==> config.mk <==
export PLATFORM = sky130hd
export DESIGN_NAME = fifo_wr_arbiter
export DESIGN_NICKNAME = d
export VERILOG_FILES = /design/src/rtl/fifo_wr_arbiter.sv
export SDC_FILE = /design/constraint.sdc
export NUM_CORES = 1
export LEC_CHECK = 0
export ABC_AREA = 1
export ABC_CLOCK_PERIOD_IN_PS = 3030
export CORE_AREA = 4 4 56 58
export DETAILED_ROUTE_END_ITERATION = 7
export DIE_AREA = 0 0 60 62
export DONT_BUFFER_PORTS = 1
export PLACE_DENSITY = 0.46
export SYNTH_ARGS = -nofsm -noshare
export SYNTH_HDL_FRONTEND = slang
export SYNTH_SLANG_ARGS = --single-unit
==> constraint.sdc <==
create_clock -name WCLK -period 3.03 [get_ports WCLK]
set_input_delay 0.606 -clock WCLK [delete_from_list [all_inputs] [get_ports WCLK]]
set_output_delay 0.606 -clock WCLK [all_outputs]
set_load 0.01 [all_outputs]
==> src/rtl/fifo_wr_arbiter.sv <==
// Round-robin arbiter sharing the FIFO write port (WINC/WDATA/WFULL) among NREQ requesters.
// Define FIFO_ARB_BURST_EN to let one owner keep the port for up to MAX_BURST words.
module fifo_wr_arbiter #(
    parameter int NREQ      = 4,
    parameter int DSIZE     = 8,
    parameter int MAX_BURST = 4
) (
    input  logic                    WCLK,
    input  logic                    WRST_n,
    input  logic [NREQ-1:0]         REQ,
    input  logic [NREQ*DSIZE-1:0]   DATA,
    input  logic                    WFULL,
    output logic [NREQ-1:0]         GNT,
    output logic                    WINC,
    output logic [DSIZE-1:0]        WDATA,
    output logic [$clog2(NREQ)-1:0] OWNER
);
    localparam int PW = $clog2(NREQ);

    if (NREQ < 2 || NREQ > 8) begin : g_bad_nreq
        $error("fifo_wr_arbiter: NREQ must be 2..8");
    end
    if (MAX_BURST < 1 || MAX_BURST > 15) begin : g_bad_burst
        $error("fifo_wr_arbiter: MAX_BURST must be 1..15");
    end

    logic [PW-1:0] ptr;
    logic [PW-1:0] ptr_next;
    logic [PW-1:0] rr_idx;
    logic [PW-1:0] cand;
    logic [PW-1:0] winner;
    logic          rr_found;
    logic          found;
    logic          write;
    int unsigned   scan;

    function automatic logic [PW-1:0] inc_idx(input logic [PW-1:0] idx);
        return (32'(idx) == 32'(NREQ - 1)) ? '0 : idx + PW'(1);
    endfunction

    // Scan from ptr upward, wrapping at NREQ-1 (NREQ need not be a power of two).
    always_comb begin
        rr_found = 1'b0;
        rr_idx   = '0;
        scan     = 0;
        cand     = '0;
        for (int unsigned k = 0; k < NREQ; k++) begin
            scan = (32'(ptr) + k) % 32'(NREQ);
            cand = PW'(scan);
            if (!rr_found && REQ[cand]) begin
                rr_found = 1'b1;
                rr_idx   = cand;
            end
        end
    end

    assign write = found && !WFULL;

    always_comb begin
        GNT   = '0;
        WINC  = 1'b0;
        WDATA = '0;
        if (WRST_n && write) begin
            GNT[winner] = 1'b1;
            WINC        = 1'b1;
            for (int unsigned i = 0; i < NREQ; i++) begin
                if (winner == PW'(i)) begin
                    WDATA = DATA[i*DSIZE +: DSIZE];
                end
            end
        end
    end

`ifdef FIFO_ARB_BURST_EN
    localparam int CW = $clog2(MAX_BURST + 1);

    typedef enum logic {IDLE, OWN} state_t;

    state_t        state;
    state_t        state_next;
    logic [PW-1:0] owner;
    logic [PW-1:0] owner_next;
    logic [CW-1:0] cnt;
    logic [CW-1:0] cnt_next;
    logic          hold;

    // An owner that drops REQ falls back to round robin in the same cycle.
    assign hold   = (state == OWN) && REQ[owner];
    assign found  = hold || rr_found;
    assign winner = hold ? owner : rr_idx;

    always_ff @(posedge WCLK or negedge WRST_n) begin
        if (!WRST_n) begin
            ptr   <= '0;
            state <= IDLE;
            owner <= '0;
            cnt   <= '0;
        end else begin
            ptr   <= ptr_next;
            state <= state_next;
            owner <= owner_next;
            cnt   <= cnt_next;
        end
    end

    always_comb begin
        ptr_next   = ptr;
        state_next = state;
        owner_next = owner;
        cnt_next   = cnt;
        if (!WFULL) begin
            if (write && hold) begin
                if (cnt + CW'(1) == CW'(MAX_BURST)) begin
                    ptr_next   = inc_idx(owner);
                    state_next = IDLE;
                    cnt_next   = '0;
                end else begin
                    cnt_next   = cnt + CW'(1);
                    state_next = OWN;
                end
            end else if (write) begin
                owner_next = winner;
                if (MAX_BURST == 1) begin
                    ptr_next   = inc_idx(winner);
                    state_next = IDLE;
                    cnt_next   = '0;
                end else begin
                    cnt_next   = CW'(1);
                    state_next = OWN;
                end
            end else if (state == OWN) begin
                ptr_next   = inc_idx(owner);
                state_next = IDLE;
                cnt_next   = '0;
            end
        end
    end

    assign OWNER = (WRST_n && state == OWN) ? owner : '0;
`else
    assign found  = rr_found;
    assign winner = rr_idx;

    always_ff @(posedge WCLK or negedge WRST_n) begin
        if (!WRST_n) begin
            ptr <= '0;
        end else begin
            ptr <= ptr_next;
        end
    end

    always_comb begin
        ptr_next = ptr;
        if (write) begin
            ptr_next = inc_idx(winner);
        end
    end

    assign OWNER = '0;
`endif

endmodule

==> results of run 1 <==
final cells by class:
type	count	area [um2]
clock buffers	3	22.5
fillers	292	1620
well taps	31	38.8
repair buffers	12	109
flip-flops and latches	2	52.6
inverters	19	82.6
multi-input cells	116	729
repair inverters	1	7.51
cell usage after synthesis:
| master | n | share of area |
|---|---|---|
| o211ai_1 | 7 | 0.070 |
| o21ai_1 | 1 | 0.0066 |
| o21ai_0 | 2 | 0.013 |
| clkinv_1 | 2 | 0.010 |
| nand2_2 | 2 | 0.017 |
| buf_6 | 1 | 0.015 |
| dfrtp_1 | 2 | 0.066 |
| nor2_4 | 1 | 0.015 |
| nor2_1 | 7 | 0.035 |
| buf_4 | 3 | 0.030 |
| nand3_2 | 2 | 0.027 |
| a21oi_2 | 4 | 0.047 |
| nand3_1 | 21 | 0.14 |
| nand2_1 | 56 | 0.28 |
| ha_1 | 4 | 0.066 |
| a31oi_1 | 1 | 0.0083 |
| conb_1 | 1 | 0.0050 |
| clkbuf_1 | 3 | 0.015 |
| o21ai_2 | 1 | 0.012 |
| a21oi_1 | 5 | 0.033 |
| inv_2 | 1 | 0.0050 |
| inv_1 | 16 | 0.080 |
| buf_2 | 1 | 0.0066 |
cells in the final DEF (no fill, tap or decap):
cell / instances
ha_4: 3
nand2_1: 43
a21oi_1: 1
inv_2: 5
nand2_4: 3
nand3_2: 5
dfrtp_2: 2
o211ai_1: 7
buf_4: 7
o21ai_2: 1
ha_2: 1
clkinvlp_4: 2
nand2_2: 12
a21oi_2: 8
o21ai_1: 1
nand3_4: 1
inv_4: 1
nand3_1: 17
nor2_1: 6
conb_1: 2
clkbuf_4: 3
nor2_4: 1
inv_1: 11
a31oi_1: 1
buf_6: 5
o21ai_4: 1
nor2_2: 1
inv_6: 1
o21ai_0: 1
repair_timing:
item	4_1_cts	5_1_grt
cloned	0	3
gates resized for setup	9	46
buffers inserted	0	5
setup endpoints to repair	8	9
pin swaps	3	19
through the flow:
stage	hold slack (ns)	util
after CTS	0.0634	0.311
final	0.0674	0.391
after detailed placement	0.311	0.294
after floorplan	0.310	-
after global placement	0.311	0.294
after global routing	0.0640	0.391
path summary, 6_finish.rpt:
check	start	endpoint	slack (ns)
worst max-delay path	ptr[0]	WDATA[1]	0.08
worst min-delay path	WRST_n	ptr[1]	0.07
worst max register to register	ptr[0]	ptr[1]	1.10
worst min register to register	ptr[1]	ptr[1]	0.61
max in group asynchronous	WRST_n	ptr[0]	2.88
min in group WCLK	ptr[1]	ptr[1]	0.61
worst register-to-register path, stage by stage, from the launching register on:
cell,delay (ns)
dfrtp_2,0.43
buf_6,0.15
nand2_4,0.07
nand2_4,0.06
nand2_2,0.07
nand2_2,0.06
nor2_4,0.14
nand3_4,0.11
o21ai_4,0.25
inv_2,0.09
ha_2,0.32
nand2_1,0.05
nand2_1,0.06
kinds of logic (layout without fill, tap and decap cells):
group,after synthesis,in the layout,synth area share
and+or+nand+nor,89,89,0.512
AOI/OAI and AO/OA,21,21,0.189
adders and majority gates,4,4,0.0664
buffers and inverters,27,35,0.161
DFF,2,2,0.0664
other,1,2,0.00498
layer usage:
layer | up-vias | global-route usage | share of wire
met5 | - | 0 | 0
met4 | 0 | 0.0475 | 0.0095
met3 | 3 | 0.0103 | 0.11
met2 | 46 | 0.165 | 0.50
li1 | 481 | - | -
met1 | 398 | 0.126 | 0.38
==> metrics.log, run 1 <==
INFO  metric areaGrowthSynthToFinish = 38.4%
INFO  metric first_global_vias = ~720
INFO  metric critical_path.top_delay_family = compound AO/OA/AOI/OAI gates
INFO  metric die_area = 0.00372 mm2
INFO  metric ys_seq_area_frac = 0.0664
INFO  metric worstPathCellList = buf_6 > nand2_4 > nand2_4 > nand2_2 > nand2_2 > nor2_4 > nand3_4 > o21ai_4 > inv_2 > ha_4 > inv_6 > buf_6 > o211ai_1 > a21oi_2
INFO  metric clockBufferDepth = 2
INFO  metric syn_avg_cell_area = 5.23 um2
INFO  metric clock_skew = 0.00375 ns
INFO  metric timing.critical_path.arrival = 2.35 ns
INFO  metric finalWorstPathRequiredPeriod = 2.95 ns
INFO  metric placed_cells_incl_taps = 173
INFO  metric clk-insertion-delay-late = 0.23 ns
INFO  metric final_setup_violating_endpoints = 0
INFO  metric place_ws = 0.00256 ns
INFO  metric totalNegativeSetupSlack = 0 ns
INFO  metric routed-via-count = just over 900
INFO  metric initial_utilization = 0.283
INFO  metric ys_ff_latch = 2
INFO  metric drc = 0
INFO  metric clockRootBuffer = clkbuf_4
INFO  metric detail_route.iter0.violations = 41
INFO  metric final-instance-count-excl-fill = 184
INFO  metric hpwl = 1.78 mm
INFO  metric diodes = 0
INFO  metric max_reg_flops = 2
INFO  metric achievable-frequency = 339 MHz
INFO  metric critical_path_depth = 14
INFO  metric die-width = about 60 um
INFO  metric netlist_area_pre_place = 753 um2
INFO  metric status = complete, no violations
INFO  metric timing.setup.critical_path_class = flop to output pin
INFO  metric final_antenna_net_count = 0
INFO  metric synthesis.instances = 144
INFO  metric detail_route.wl_per_cell = about 13 um
INFO  metric floorplan.die.height = 62 um
INFO  metric hold_path.class = input port to async pin
INFO  metric biggestRegsByFlops = ptr: 2 flops
INFO  metric critical-path-max-stage-delay = 0.43 ns
INFO  metric gp_congestion = ~0.89
INFO  metric timing.final.crit_share = 0.974
INFO  metric grt_setup_unrepaired = yes
INFO  metric finalWirelength = 2.31 mm
INFO  metric grt_start_max_net_pins = 14
INFO  metric numCtsBuffers = 3
INFO  metric cts-htree-levels = 1
INFO  metric dpl-instance-area = 783 um2
INFO  metric clkSinkCount = 2
INFO  metric worst_setup_path_end_kind = output pin
INFO  metric tritoncts = yes
INFO  metric num_io_pins = 54
INFO  metric buffer_ports.inserted = 0
INFO  metric routed_via_count_divided_by_cell_count = 5.04
INFO  metric registers.top_by_ff_count = ptr
INFO  metric final_max_slew_viol_count = 0
INFO  metric count_of_final_hold_check_violations = 0
INFO  metric worstRegToRegCells = 12
INFO  metric fraction_of_layout_instances_using_a_drive_strength_above_1 = 0.412
INFO  metric postCtsHoldBufs = 0
INFO  metric finish.net_count = between 150 and 200
INFO  metric global_route_wire_length_before_repair = 2.82 mm
INFO  metric fin_ws = 0.0773 ns
INFO  metric grt_antenna_before_repair = 0
INFO  metric clkTransAtPathRegs = around 0.030 ns
INFO  metric drv.max_cap_violation_count = 0
INFO  metric placement_rows = 19
INFO  metric worst_ep_required_time = 2.42 ns
INFO  metric synth_warnings = 0
INFO  metric timing.critical_path.slowest_stage_cell = dfrtp_2
INFO  metric start_kind = flop
INFO  metric groute.usage.overall = 0.0985
INFO  metric crit_path_max_fanout = 6
INFO  metric ys_types = 23
INFO  metric final_design_area_no_fill = 0.00104 mm2
INFO  metric detail_route.first_pass.iterations = 4
INFO  metric timing.critical_path.buf_inv = 4
INFO  metric core_area = around 0.0027 mm2
INFO  metric global_route.overflow_total = 0
Power of run 1 is not shown: default switching activity piles up to over one toggle a cycle in this logic, so the estimate is an artifact.
==> run 2: changes to the inputs <==
--- a/config.mk
+++ b/config.mk
@@ -8,9 +8,11 @@
 export ABC_AREA = 1
 export ABC_CLOCK_PERIOD_IN_PS = 3030
 export CORE_AREA = 4 4 56 58
+export CTS_CLUSTER_SIZE = 24
 export DETAILED_ROUTE_END_ITERATION = 7
 export DIE_AREA = 0 0 60 62
 export DONT_BUFFER_PORTS = 1
+export GPL_ROUTABILITY_DRIVEN = 0
 export PLACE_DENSITY = 0.46
 export SYNTH_ARGS = -nofsm -noshare
 export SYNTH_HDL_FRONTEND = slang
==> results of run 2 <==
Final layout, timing and power as in run 1 (identical DEF).
Power of run 2 is left out for the same reason.
